### config.mk
export PLATFORM = sky130hd
export DESIGN_NAME = fp_addsub_seq_flat
export DESIGN_NICKNAME = d
export VERILOG_FILES = /design/src/rtl/fp_pkg.sv /design/src/rtl/fp_addsub_seq_if.sv /design/src/rtl/fp_lzc28.sv /design/src/rtl/fp_addsub_seq.sv /design/src/flat_wrapper.sv
export SDC_FILE = /design/constraint.sdc
export NUM_CORES = 1
export LEC_CHECK = 0
export BUFFER_PORTS_ARGS = -buffer_cell sky130_fd_sc_hd__buf_4
export CORE_MARGIN = 1
export CORE_UTILIZATION = 57
export CTS_CLUSTER_SIZE = 40
export DETAILED_ROUTE_END_ITERATION = 12
export GPL_TIMING_DRIVEN = 0
export PLACE_DENSITY = 0.85
export SLEW_MARGIN = 20
export SYNTH_ARGS = -nofsm -noshare
export SYNTH_HDL_FRONTEND = slang
export SYNTH_SLANG_ARGS = --single-unit
### constraint.sdc
create_clock -name clk -period 10.01 [get_ports clk]
set_clock_uncertainty 0.05 [all_clocks]
set_input_delay 2.002 -clock clk [delete_from_list [all_inputs] [get_ports clk]]
set_output_delay 2.002 -clock clk [all_outputs]
set_load 0.01 [all_outputs]
### src/rtl/fp_pkg.sv
// Shared single-precision constants, FSM state encoding, flag positions and operand classification
// for the sequential floating-point add/subtract unit.
package fp_pkg;
  localparam int EXP_W = 8;
  localparam int MAN_W = 23;
  localparam int BIAS  = 127;

  localparam logic [31:0]      QNAN    = 32'h7FC0_0000;
  localparam logic [EXP_W-1:0] EXP_MAX = EXP_W'(2 * BIAS + 1);

  localparam int FLG_INVALID   = 3;
  localparam int FLG_OVERFLOW  = 2;
  localparam int FLG_UNDERFLOW = 1;
  localparam int FLG_INEXACT   = 0;

  typedef enum logic [2:0] {
    IDLE  = 3'd0,
    ALIGN = 3'd1,
    ADD   = 3'd2,
    NORM  = 3'd3,
    ROUND = 3'd4,
    DONE  = 3'd5
  } state_t;

  typedef enum logic [1:0] {
    CL_ZERO,
    CL_INF,
    CL_NAN,
    CL_NORMAL
  } fclass_t;

  // Denormals report as zero: the unit flushes them on input.
  function automatic fclass_t classify(input logic [EXP_W+MAN_W-1:0] mag);
    logic [EXP_W-1:0] e;
    logic [MAN_W-1:0] m;
    e = mag[EXP_W+MAN_W-1:MAN_W];
    m = mag[MAN_W-1:0];
    if (e == '0)
      return CL_ZERO;
    else if (e == EXP_MAX)
      return (m == '0) ? CL_INF : CL_NAN;
    else
      return CL_NORMAL;
  endfunction
endpackage

### src/rtl/fp_addsub_seq_if.sv
// Operand request and result handshake bundle between the issuer/consumer and the add/sub unit.
interface fp_addsub_seq_if;
  logic        in_valid;
  logic        in_ready;
  logic [31:0] src1;
  logic [31:0] src2;
  logic        op;
  logic        out_valid;
  logic        out_ready;
  logic [31:0] out;
  logic [3:0]  flags;

  modport master (
    output in_valid, src1, src2, op, out_ready,
    input  in_ready, out_valid, out, flags
  );

  modport slave (
    input  in_valid, src1, src2, op, out_ready,
    output in_ready, out_valid, out, flags
  );
endinterface

### src/rtl/fp_lzc28.sv
// Combinational leading-zero count of a 28-bit word; an all-zero word reports 28.
module fp_lzc28 (
  input  logic [27:0] d,
  output logic [4:0]  cnt
);
  always_comb begin
    cnt = 5'd28;
    for (int i = 0; i < 28; i++) begin
      if (d[i]) cnt = 5'(27 - i);
    end
  end
endmodule

### src/rtl/fp_addsub_seq.sv
// Sequential IEEE-754 single add/subtract, one op in flight; out_valid rises five edges after accept.
// Result and flags are held in DONE until out_ready; in_ready is low in every state but IDLE.
module fp_addsub_seq
  import fp_pkg::*;
(
  input  logic          clk,
  input  logic          rst,
  fp_addsub_seq_if.slave bus
);
  localparam int MW = MAN_W + 1;
  localparam int XW = MW + 3;

  state_t                state;
  logic [31:0]           a_q, b_q;
  logic                  sign_q, eff_sub_q, zero_q, spec_q;
  logic signed [9:0]     exp_q;
  logic [XW-1:0]         ma_q, mb_q, nm_q;
  logic [XW:0]           sum_q;
  logic [31:0]           spec_val_q, res_q;
  logic [3:0]            spec_flg_q, res_flg_q;

  fclass_t               ca, cb;
  logic                  swap;
  logic [31:0]           mag_big;
  logic [30:0]           mag_sml;
  logic [8:0]            diff;
  logic [XW-1:0]         m_sml, mb_shift;
  logic                  spec_c;
  logic [31:0]           spec_val_c;
  logic [3:0]            spec_flg_c;

  // Alignment: larger magnitude becomes A, B shifts right keeping a sticky LSB.
  always_comb begin
    ca       = classify(a_q[30:0]);
    cb       = classify(b_q[30:0]);
    swap     = b_q[30:0] > a_q[30:0];
    mag_big  = swap ? b_q : a_q;
    mag_sml  = swap ? a_q[30:0] : b_q[30:0];
    diff     = {1'b0, mag_big[30:23]} - {1'b0, mag_sml[30:23]};
    m_sml    = {1'b1, mag_sml[22:0], 3'b000};
    if (diff >= 9'(XW))
      mb_shift = XW'(1);
    else
      mb_shift = (m_sml >> diff) | XW'(|(m_sml & ((XW'(1) << diff) - XW'(1))));
  end

  always_comb begin
    spec_c     = 1'b1;
    spec_val_c = QNAN;
    spec_flg_c = '0;
    if (ca == CL_NAN || cb == CL_NAN)
      spec_flg_c[FLG_INVALID] = 1'b1;
    else if (ca == CL_INF && cb == CL_INF && a_q[31] != b_q[31])
      spec_flg_c[FLG_INVALID] = 1'b1;
    else if (ca == CL_INF)
      spec_val_c = {a_q[31], EXP_MAX, {MAN_W{1'b0}}};
    else if (cb == CL_INF)
      spec_val_c = {b_q[31], EXP_MAX, {MAN_W{1'b0}}};
    else if (ca == CL_ZERO && cb == CL_ZERO)
      spec_val_c = {a_q[31] & b_q[31], 31'd0};
    else if (ca == CL_ZERO)
      spec_val_c = b_q;
    else if (cb == CL_ZERO)
      spec_val_c = a_q;
    else
      spec_c = 1'b0;
  end

  logic [4:0]        lz, sh;
  logic [XW-1:0]     nm_c;
  logic signed [9:0] exp_n_c;
  logic              zero_c;

  fp_lzc28 u_lzc (
    .d   (sum_q),
    .cnt (lz)
  );

  always_comb begin
    sh      = lz - 5'd1;
    nm_c    = '0;
    exp_n_c = exp_q;
    zero_c  = 1'b0;
    if (sum_q[XW]) begin
      nm_c    = {sum_q[XW:2], sum_q[1] | sum_q[0]};
      exp_n_c = exp_q + 10'sd1;
    end else if (sum_q == '0) begin
      zero_c  = 1'b1;
    end else begin
      nm_c    = sum_q[XW-1:0] << sh;
      exp_n_c = exp_q - $signed({5'd0, sh});
    end
  end

  logic              up, inex;
  logic [MW:0]       m_rnd;
  logic signed [9:0] exp_r;
  logic [MAN_W-1:0]  frac;
  logic [31:0]       res_c;
  logic [3:0]        res_flg_c;

  // Round to nearest even on {G,R,S} = nm_q[2:0]; exact cancellation yields +0.
  always_comb begin
    up        = nm_q[2] & (nm_q[1] | nm_q[0] | nm_q[3]);
    inex      = |nm_q[2:0];
    m_rnd     = {1'b0, nm_q[XW-1:3]} + {{MW{1'b0}}, up};
    exp_r     = m_rnd[MW] ? exp_q + 10'sd1 : exp_q;
    frac      = m_rnd[MW] ? m_rnd[MW-1:1] : m_rnd[MAN_W-1:0];
    res_c     = '0;
    res_flg_c = '0;
    if (spec_q) begin
      res_c     = spec_val_q;
      res_flg_c = spec_flg_q;
    end else if (zero_q) begin
      res_c     = '0;
    end else if (exp_r >= $signed({2'b00, EXP_MAX})) begin
      res_c                   = {sign_q, EXP_MAX, {MAN_W{1'b0}}};
      res_flg_c[FLG_OVERFLOW] = 1'b1;
      res_flg_c[FLG_INEXACT]  = 1'b1;
    end else if (exp_r <= 10'sd0) begin
      res_c                    = {sign_q, 31'd0};
      res_flg_c[FLG_UNDERFLOW] = 1'b1;
      res_flg_c[FLG_INEXACT]   = 1'b1;
    end else begin
      res_c                  = {sign_q, exp_r[EXP_W-1:0], frac};
      res_flg_c[FLG_INEXACT] = inex;
    end
  end

  always_ff @(posedge clk or posedge rst) begin
    if (rst) begin
      state         <= IDLE;
      bus.in_ready  <= 1'b1;
      bus.out_valid <= 1'b0;
      bus.out       <= '0;
      bus.flags     <= '0;
      a_q           <= '0;
      b_q           <= '0;
      sign_q        <= 1'b0;
      eff_sub_q     <= 1'b0;
      zero_q        <= 1'b0;
      spec_q        <= 1'b0;
      exp_q         <= '0;
      ma_q          <= '0;
      mb_q          <= '0;
      nm_q          <= '0;
      sum_q         <= '0;
      spec_val_q    <= '0;
      spec_flg_q    <= '0;
      res_q         <= '0;
      res_flg_q     <= '0;
    end else begin
      case (state)
        IDLE: begin
          if (bus.in_valid && bus.in_ready) begin
            a_q          <= bus.src1;
            b_q          <= {bus.src2[31] ^ bus.op, bus.src2[30:0]};
            bus.in_ready <= 1'b0;
            state        <= ALIGN;
          end
        end
        ALIGN: begin
          sign_q     <= mag_big[31];
          eff_sub_q  <= a_q[31] ^ b_q[31];
          exp_q      <= $signed({2'b00, mag_big[30:23]});
          ma_q       <= {1'b1, mag_big[22:0], 3'b000};
          mb_q       <= mb_shift;
          spec_q     <= spec_c;
          spec_val_q <= spec_val_c;
          spec_flg_q <= spec_flg_c;
          state      <= ADD;
        end
        ADD: begin
          sum_q <= eff_sub_q ? ({1'b0, ma_q} - {1'b0, mb_q}) : ({1'b0, ma_q} + {1'b0, mb_q});
          state <= NORM;
        end
        NORM: begin
          nm_q   <= nm_c;
          exp_q  <= exp_n_c;
          zero_q <= zero_c;
          state  <= ROUND;
        end
        ROUND: begin
          res_q     <= res_c;
          res_flg_q <= res_flg_c;
          state     <= DONE;
        end
        DONE: begin
          // Outputs load on the first DONE edge, then hold until the consumer takes them.
          if (!bus.out_valid) begin
            bus.out       <= res_q;
            bus.flags     <= res_flg_q;
            bus.out_valid <= 1'b1;
          end else if (bus.out_ready) begin
            bus.out_valid <= 1'b0;
            bus.in_ready  <= 1'b1;
            state         <= IDLE;
          end
        end
        default: state <= IDLE;
      endcase
    end
  end
endmodule

### src/flat_wrapper.sv
// flat-port wrapper written by rule: the top's interface ports become plain ports
module fp_addsub_seq_flat import fp_pkg::*;
  (clk, rst, bus_in_valid, bus_src1, bus_src2, bus_op, bus_out_ready, bus_in_ready, bus_out_valid, bus_out, bus_flags);
  fp_addsub_seq_if bus_i ();
  input  logic clk;
  input  logic rst;
  input wire logic [$bits(bus_i.in_valid)-1:0] bus_in_valid;
  input wire logic [$bits(bus_i.src1)-1:0] bus_src1;
  input wire logic [$bits(bus_i.src2)-1:0] bus_src2;
  input wire logic [$bits(bus_i.op)-1:0] bus_op;
  input wire logic [$bits(bus_i.out_ready)-1:0] bus_out_ready;
  output wire logic [$bits(bus_i.in_ready)-1:0] bus_in_ready;
  output wire logic [$bits(bus_i.out_valid)-1:0] bus_out_valid;
  output wire logic [$bits(bus_i.out)-1:0] bus_out;
  output wire logic [$bits(bus_i.flags)-1:0] bus_flags;
  assign bus_i.in_valid = bus_in_valid;
  assign bus_i.src1 = bus_src1;
  assign bus_i.src2 = bus_src2;
  assign bus_i.op = bus_op;
  assign bus_i.out_ready = bus_out_ready;
  assign bus_in_ready = bus_i.in_ready;
  assign bus_out_valid = bus_i.out_valid;
  assign bus_out = bus_i.out;
  assign bus_flags = bus_i.flags;
  fp_addsub_seq u_core (.clk(clk), .rst(rst), .bus(bus_i));
endmodule
# Yosys cells after proc, flatten, opt, wreduce, memory -nomap -nowiden
# Index checks and enable logic that the tools add are counted.
[totals]
mem_bits_ro = 0
register_bits = 294
latchBits = 0
ram_bits = 0
mem_count = 0
[classes]
n_shift = 3
n_bitwise = 10
n_reduce_logical = 22
n_addsub = 8
div = 0
muxes = 85
eq_ne = 16
mul = 0
magnitude_cmp = 4
[ops]
columns = ["op", "count"]
rows = [
  ["$mux W32", 10],
  ["$mux W5", 27],
  ["$mux W31", 3],
  ["$mux W27", 3],
  ["$logic_not A23 Y1", 2],
  ["$gt A31 B31 Y1", 1],
  ["$mux W10", 3],
  ["$add A27 B27 Y28", 1],
  ["$logic_not A28 Y1", 1],
  ["$mux W28", 1],
  ["$sub A27 B27 Y28", 1],
  ["$and A27 B27 Y27", 1],
  ["$or A27 B1 Y27", 1],
  ["$reduce_or A27 Y1", 1],
  ["$shl A1 B9 Y27 const A", 1],
  ["$shl A27 B5 Y27", 1],
  ["$shr A27 B9 Y27", 1],
  ["$sub A27 B1 Y27 const B", 1],
  ["$add A24 B1 Y25", 1],
  ["$mux W23", 1],
  ["$mux W1", 22],
  ["$pmux W10 S2", 1],
  ["$mux W3", 6],
  ["$pmux W3 S6", 1],
  ["33 further kinds", 56],
]

# Longest topological paths before layout
# Gate-level depths: netlist of the first run.
[depth]
word_depth = 33
ltp_mapped = 29

# Cells and area by module
# Synthesis of the first run repeated with hierarchy kept, for this count alone.
[unflattened]
hier_cells = 2383
area_unflattened_um2 = 20034.2
[modules_own_cells]
columns = ["module", "seq_area_each_um2", "cells_each", "instances", "area_each_um2"]
rows = [
  ["fp_addsub_seq", 7358.3, 2323, 1, 19697.6],
  ["fp_lzc28", 0.0, 60, 1, 336.6],
]

# Worst setup path after synthesis of the first run
# No wires, ideal clock.
[synth_path]
path_type = "reg-to-reg"
startpoint = "register u_core.a_q[24]"
endpoint = "register u_core.mb_q[0]"
path_slack_ns = 4.149
n_path_buf = 9
t_required_ns = 9.834
setup_ns = 0.126
synth_period_minus_slack_ns = 5.861
path_stages_with_launch = 29
arrival_time_ns = 5.685
path_cell_list = "dfrtp_1 > clkbuf_1 > inv_1 > ha_1 > a21oi_1 > o21ai_1 > a221o_1 > a221oi_2 > o22a_1 > buf_6 > buf_6 > buf_6 > buf_4 > buf_2 > buf_4 > buf_2 > mux2_2 > ha_1 > nand2_1 > nand3_1 > a41o_1 > a211oi_1 > a21oi_1 > o31ai_2 > buf_4 > o311ai_0 > a22oi_1 > o2111ai_1 > o32a_1"
[synth_via]
elab_chain_len = 9
[synth_rtl]
columns = ["item", "line_no", "rtl"]
rows = [
  ["start, declared", "fp_addsub_seq.sv:14", "logic [31:0] a_q, b_q;"],
  ["start signal, assigned", "fp_addsub_seq.sv:156", "a_q <= bus.src1;"],
  ["$gt A31 B31 Y1", "fp_addsub_seq.sv:36", "swap = b_q[30:0] > a_q[30:0];"],
  ["$mux W32 / $mux W31 (equally long branches)", "fp_addsub_seq.sv:37, fp_addsub_seq.sv:38", ""],
  ["$sub A8 B8 Y9", "fp_addsub_seq.sv:39", "diff = {1'b0, mag_big[30:23]} - {1'b0, mag_sml[30:23]};"],
  ["$shl A1 B9 Y27", "fp_addsub_seq.sv:44", "mb_shift = (m_sml >> diff) | XW'(|(m_sml & ((XW'(1) << diff) - XW'(1))));"],
  ["$sub A27 B1 Y27", "fp_addsub_seq.sv:44", ""],
  ["$and A27 B27 Y27", "fp_addsub_seq.sv:44", ""],
  ["$reduce_or A27 Y1", "fp_addsub_seq.sv:44", ""],
  ["$or A27 B1 Y27", "fp_addsub_seq.sv:44", ""],
  ["$mux W27 (*)", "fp_addsub_seq.sv:41", "if (diff >= 9'(XW))"],
  ["end signal, assigned", "fp_addsub_seq.sv:167", "mb_q <= mb_shift;"],
  ["end, declared", "fp_addsub_seq.sv:17", "logic [XW-1:0] ma_q, mb_q, nm_q;"],
]
# Every way passes the cells marked *; elsewhere a longest branch is shown, timed or not.
# A chain may end at the register's enable or synchronous reset.

# Worst setup path in the final report of the first run
[layout_path]
startpoint = "register u_core.a_q[24]"
endpoint = "register u_core.mb_q[10]"
[layout_via]
elab_chain_len = 6
[layout_rtl]
columns = ["item", "line_no"]
rows = [
  ["$gt A31 B31 Y1", "fp_addsub_seq.sv:36"],
  ["$mux W32 / $mux W31 (equally long branches)", "fp_addsub_seq.sv:37, fp_addsub_seq.sv:38"],
  ["$sub A8 B8 Y9", "fp_addsub_seq.sv:39"],
  ["$shr A27 B9 Y27", "fp_addsub_seq.sv:44"],
  ["$or A27 B1 Y27", "fp_addsub_seq.sv:44"],
  ["$mux W27 (*)", "fp_addsub_seq.sv:41"],
]
# Marks and branches as above.

==> results.md, run 1 <==
- Yosys warns: 0
- Syn Std Cell Area: 20200 um^2
- Setup TNS: 0 ns
- Ports: 107
- Core Area: 34700 um^2
- Syn Nets: 2465
- CTS Sinks: between 200 and 300
- Pins Over Slew Limit: 0
- Overall Global Routing Usage: a little under two fifths
- Actual slew at the worst max-slew pin: 0.993 ns
- Avg Vias per Cell: roughly 6.7
- Hold_buf cts: 0
- Number of gates resized after CTS: 0
- RSZ-0062 raised after global routing: false
- Sequential-to-total area share from yosys stat: 36.3%
- Initial DRC count: 2308
- IO Port Bufs: 106
- Most used flip-flop cell after synthesis: dfrtp_1
- N_diodes: 0
- Pre-CTS setup slack: 2.86 ns
- Post-DRT Antenna Nets: 0
- Worst path bufs/invs: 11
- Worst EP arrival: 7.80 ns
- Crit path capture type: flip-flop
- Crit-path max FO: 10
- TritonCTS clock tree: yes
- Clock-pin slew on the worst setup and hold paths: 0.06 ns
- Vias in the first global route: 18700
- Final worst-path cycle share: 73.5%
- Final GP Congestion: 1.03
- RR Startpoint: u_core.a_q[24]$_DFFE_PP0P_
- Syn Area/Cell: approximately 8.8 um^2
- Setup CP Type: reg -> reg
- Worst R2R End: u_core.mb_q[10]$_DFFE_PP0P_
- CP delay by family, top: compound AO/OA/AOI/OAI gates
- Flop-to-flop setup slack: 2.65 ns
- Via count: 19600
- Longest Clk Path Bufs: 3
- Layout Nets: around 2600
- Max-slew headroom: between 30% and 40%
- Hold Vio Cnt, Final: 0
- Maxcap violations: 0
- Number of flops mapped to enable cells by yosys: 0
- Slowest cell on the critical path: o31ai_2
- Drt pass-1 iters: 8
- HP Start: u_core.res_flg_q[3]$_DFFE_PP0P_
- CP required: 10.45 ns
- Max incr delay on CP: 0.83 ns
- Final worst setup slack: about 2.6 ns
- Post-route DRC: 0
- Hold depth: 2
- Top post-synthesis cells by area: dfrtp_1, ha_1, mux2i_1
- Yosys cell types: 90
- Reg2Reg Depth: 28
- Final setup viols: 0
- CP startpoint kind: flip-flop
- Die height: 190 um
- Number of buffers created by CTS: 31
- Avg WL per Cell: 23.6 um
- Worst skew pair latency: ~0.6 ns
- Hold path endpoint: u_core.res_flg_q[3]$_DFFE_PP0P_
- Die area: 36300 um^2
- Antenna violations before repair: 1
- Status: completed
- Global-route wire length before repair: 107000 um
- Rows: 68
- Fmax: 136 MHz
- Commonest cells after routing, fill and taps aside: nand2_1, dfrtp_1, nor2_1, o21ai_0, a21oi_1
- Layout cells sized above 1: approximately 14%
- Die W: 190 um
- Largest net degree at the start of global routing: 37
- Syn Inst Count: 2304
- FFs w/ async S/R, synth: between 90% and 100%
- GRT overflow: 0
- Worst hold path class: reg -> reg
- Area leader, netlist: dfrtp_1
- Total wire length: 69100 um
- Setup repair bufs after CTS: 0
- Top cell type's share of synthesized area: a little over a third
- Clock root buffer: clkbuf_16
- #FFs+latches synth: 294
- Initial Utilization: 58.3%
- P&R area growth vs syn: 13.0%
- Max H-tree Level: 1
- Dpl hpwl: about 53000 um
- WP depth: 28
- Period minus WS final: 7.36 ns
[synthesized netlist by cell type (all sizes together), types with 13 or more instances]
master / instances
a211oi: 28
a21oi: 138
a221oi: 30
a22oi: 33
a31oi: 27
and2: 20
and3: 18
buf: 35
clkbuf: 113
dfrtp: 293
ha: 90
inv: 104
mux2: 83
mux2i: 112
mux4: 29
nand2: 293
nand2b: 17
nand3: 57
nand4: 23
nor2: 200
nor2b: 18
nor3: 41
nor4: 21
o211ai: 21
o21a: 13
o21ai: 202
o22ai: 32
o31ai: 21
xnor2: 49
xor2: 17
[cells by family after synthesis]
| logic type | count (synthesis) | synth area share, % |
|---|---|---|
| simple gates | 740 | 16.6 |
| compound gates | 635 | 19.9 |
| flops | 294 | 36.3 |
| buf+inv | 253 | 5.08 |
| mux | 224 | 13.4 |
| fa+ha+maj | 92 | 5.76 |
| xor+xnor | 66 | 2.97 |
[area by class of cell]
type,count,area (um^2)
flip-flops and latches,294,7360
multi-input cells,1757,11900
inverters,105,398
fillers,2763,11800
clock buffers,40,880
clock inverters,18,198
repair buffers,115,976
plain buffers,148,634
well taps,455,569
[registers in the layout (all words and copies together), names as in the netlist, 3 cells and up]
| register | count |
|---|---|
| u_core.res_q | 32 |
| u_core.mb_q | 27 |
| u_core.b_q | 32 |
| u_core.bus.out | 32 |
| u_core.res_flg_q | 4 |
| u_core.a_q | 32 |
| u_core.sum_q | 28 |
| u_core.exp_q | 10 |
| u_core.nm_q | 27 |
| u_core.bus.flags | 4 |
| u_core.spec_val_q | 32 |
| u_core.ma_q | 24 |
| u_core.state | 3 |
[per-stage QoR]
| stage | instances | area, um^2 | util, % | hold WS [ns] |
|---|---|---|---|---|
| 2_1_floorplan | 2304 | 20200 | - | 0.383 |
| 3_3_place_gp | 2865 | 21600 | 62.3 | 0.403 |
| 3_5_place_dp | 2874 | 21800 | 62.8 | 0.416 |
| 4_1_cts | 2932 | 22900 | 65.9 | 0.430 |
| 5_1_grt | 2932 | 22900 | 65.9 | 0.450 |
| 6_report | 2932 | 22900 | 65.9 | 0.425 |
[worst max-delay path by stage]
stage                                     from                     endpoint  slack [ns]
floorplan                                  rst    u_core.a_q[0]$_DFFE_PP0P_        4.06
global placement                           rst  u_core.mb_q[20]$_DFFE_PP0P_        2.58
detailed placement  u_core.a_q[24]$_DFFE_PP0P_   u_core.mb_q[0]$_DFFE_PP0P_        2.86
CTS                 u_core.a_q[24]$_DFFE_PP0P_   u_core.mb_q[0]$_DFFE_PP0P_        2.82
global route        u_core.a_q[24]$_DFFE_PP0P_  u_core.mb_q[10]$_DFFE_PP0P_        2.36
finish              u_core.a_q[24]$_DFFE_PP0P_  u_core.mb_q[10]$_DFFE_PP0P_        2.65
[metal layers]
| layer | vias to the layer above | track usage [%] | part of all wire [%] |
|---|---|---|---|
| li1 | 8655 | - | - |
| met4 | 2 | 19.0 | 5.8 |
| met3 | 272 | 6.39 | 9.5 |
| met2 | 1208 | 61.5 | 46 |
| met1 | 9457 | 50.0 | 39 |
| met5 | - | 0 | 0.027 |
[worst min-delay path, cell delays in order, from the launching register on]
cell and delay, ns:
dfrtp_1 0.34, nand2_1 0.05, nand2_1 0.05
Power of run 1 is not shown: default switching activity piles up to over one toggle a cycle in this logic, so the estimate is an artifact.
==> inputs of run 2 (changes only) <==
CORE_UTILIZATION = 63   (was 57)
PLACE_DENSITY = 0.89   (was 0.85)
clock period = 7.1 ns   (was 10.01 ns; I/O delays follow)
==> run 2 against run 1 <==
Compared with the run above:
- global-route usage grew 5.5 points
- clock-buffer cell count grew 9
- non-clock buffer count is the same
- core utilization grew 6.7 points
- hold slack gained 0.016 ns
- via count grew 1.9%
- register-to-register slack lost 2.4 ns
- routed wire length grew 2.8%
- critical path depth shrank 7
- maximum frequency grew 8.2%
- design area grew 0.21%
- sequential share of layout area shrank 0.067 points
- critical path type unchanged
==> results.md, run 2 (synthesis results as in run 1) <==
- Status: completed
- Drt pass-1 iters: 7 (-1)
- Post-route DRC: 0 (unchanged)
- Period minus WS final: 6.80 ns (-0.558 ns)
- Clock-pin slew on the worst setup and hold paths: 0.06 ns (about the same)
- Total wire length: 71000 um (+2.8%)
- Number of buffers created by CTS: 34 (+9.7%)
- Placed cells: 2821 (-1.8%)
- Layout cells sized above 1: 13.7% (+0.11 points)
- Setup CP Type: reg -> reg
- Antenna violations before repair: 1 (unchanged)
- Crit path capture type: flip-flop
- Die W: 181 um (-4.8%)
- DP Area: 21700 um^2 (-0.32%)
- Fin cells: 2881 (-1.7%)
- IO Port Bufs: 106 (unchanged)
- Maxcap violations: 0 (unchanged)
- P&R area growth vs syn: 13.2%
- Crit-path max FO: 19 (+9)
- Worst path most repeated cell: buf_6
- Longest Clk Path Bufs: 3 (unchanged)
- Worst hold path class: reg -> reg
- Vias in the first global route: 19200 (+2.7%)
- TritonCTS clock tree: yes
- GRT overflow: 0 (unchanged)
- Commonest cells after routing, fill and taps aside: nand2_1, dfrtp_1, nor2_1, o21ai_0, a21oi_1
- Avg WL per Cell: 24.6 um (+4.6%)
- Final GP Congestion: 1.03 (about the same)
- Initial Utilization: 64.2% (+5.8 points)
- Final Cell Area: 22900 um^2 (+0.21%)
- Via count: 20000 (+1.9%)
- N_diodes: 0 (unchanged)
- Layout Nets: 2616 (+0.11%)
- Initial DRC count: 2495 (+8.1%)
- Die area: 32900 um^2 (-9.4%)
- Core Area: 31600 um^2 (-9.1%)
- CP required: 7.45 ns (-3.00 ns)
- RSZ-0062 raised after global routing: false
- Final setup viols: 0 (unchanged)
- Global-route wire length before repair: 110000 um (+3.2%)
- CP delay by family, top: compound AO/OA/AOI/OAI gates
- Cell-by-cell trace of the critical path: inv_1 -> ha_1 -> o211a_1 -> a221o_1 -> a221oi_2 -> o22a_1 -> buf_6 -> buf_6 -> buf_6 -> buf_4 -> buf_2 -> buf_6 -> mux2_2 -> ha_1 -> clkbuf_1 -> mux2i_1 -> a21oi_1 -> nor2_1 -> o21ai_0 -> mux2_2 -> o22ai_1
- Fmax: 147 MHz (+8.2%)
- Pins Over Slew Limit: 0 (unchanged)
- Max-slew headroom: 27.2% (-6.2 points)
- Dpl hpwl: 54100 um (+2.7%)
- Max H-tree Level: 2 (+1)
- Avg Vias per Cell: 6.93 (+3.7%)
- Overall Global Routing Usage: 43.7% (+5.5 points)
- Clock root buffer: clkbuf_16
- Max incr delay on CP: 0.72 ns (-0.11 ns)
- CP startpoint kind: flip-flop
- Die height: 181 um (-4.8%)
- Hold Vio Cnt, Final: 0 (unchanged)
- Post-DRT Antenna Nets: 0 (unchanged)
- Worst path bufs/invs: 8 (-3)
- Ports: 107 (unchanged)
- Setup TNS: 0 ns (unchanged)
- Rows: 65 (-4.4%)
- Final worst-path cycle share: 95.8% (+22 points)
- Largest net degree at the start of global routing: 37 (unchanged)
- Worst skew pair latency: 0.55 ns (-0.05 ns)
- Actual slew at the worst max-slew pin: 1.09 ns (+0.0946 ns)
- CTS Sinks: 294 (unchanged)
- Slowest cell on the critical path: o21ai_0
- Worst EP arrival: 7.15 ns (-0.65 ns)
## run 2: worst reg2reg max path: stages, from the launching register on
cell and delay [ns]:
dfrtp_1 0.50, inv_1 0.17, ha_1 0.42, o211a_1 0.26, a221o_1 0.34, a221oi_2 0.38, o22a_1 0.25, buf_6 0.16
buf_6 0.21, buf_6 0.20, buf_4 0.21, buf_2 0.27, buf_6 0.26, mux2_2 0.36, ha_1 0.45, clkbuf_1 0.52
mux2i_1 0.18, a21oi_1 0.34, nor2_1 0.07, o21ai_0 0.72, mux2_2 0.30, o22ai_1 0.06
## run 2: final timing paths
path / from / end / slack, ns / cells after the start
setup / recovery: u_core.a_q[28]$_DFFE_PP0P_ / u_core.mb_q[11]$_DFFE_PP0P_ / 0.30 / 21
hold / removal: u_core.res_q[28]$_DFFE_PP0P_ / u_core.res_q[28]$_DFFE_PP0P_ / 0.44 / 2
setup reg to reg: u_core.a_q[28]$_DFFE_PP0P_ / u_core.mb_q[11]$_DFFE_PP0P_ / 0.30 / 21
hold reg to reg: u_core.res_q[28]$_DFFE_PP0P_ / u_core.res_q[28]$_DFFE_PP0P_ / 0.44 / 2
max in group asynchronous: rst / u_core.b_q[11]$_DFFE_PP0P_ / 5.11 / 5
min in group asynchronous: rst / u_core.res_q[4]$_DFFE_PP0P_ / 0.87 / 2
## run 2: layer usage
| layer | track usage [%] | routed length (um) |
|---|---|---|
| met1 | 56.9 | 26800 |
| met3 | 8.81 | 7750 |
| met2 | 69.2 | 32000 |
| met4 | 22.9 | 4410 |
| met5 | 0 | 16 |
## run 2: per-stage QoR
step / setup WS, ns / util, % / hold WS [ns]
after CTS: 0.0656 / 72.6 / 0.446
after detailed placement: -0.231 / 68.9 / 0.429
final: 0.296 / 72.7 / 0.441
after global routing: 0.0700 / 72.7 / 0.474
after global placement: -0.190 / 68.3 / 0.404
after floorplan: 1.24 / - / 0.383
## run 2: what timing repair did
item,CTS,global route
setup buffers,2,1
setup endpoints to repair,27,24
hold buffers,0,0
gates resized for setup,2,2
pin swaps,1,2
## run 2: cell type report
type / count / area (um^2)
multi-input cells: 1757 / 11900
fillers: 2358 / 8630
flip-flops and latches: 294 / 7360
clock buffers: 49 / 1020
repair buffers: 118 / 1010
plain buffers: 145 / 627
well taps: 402 / 503
inverters: 105 / 398
clock inverters: 11 / 135
Power of run 2 is left out for the same reason.
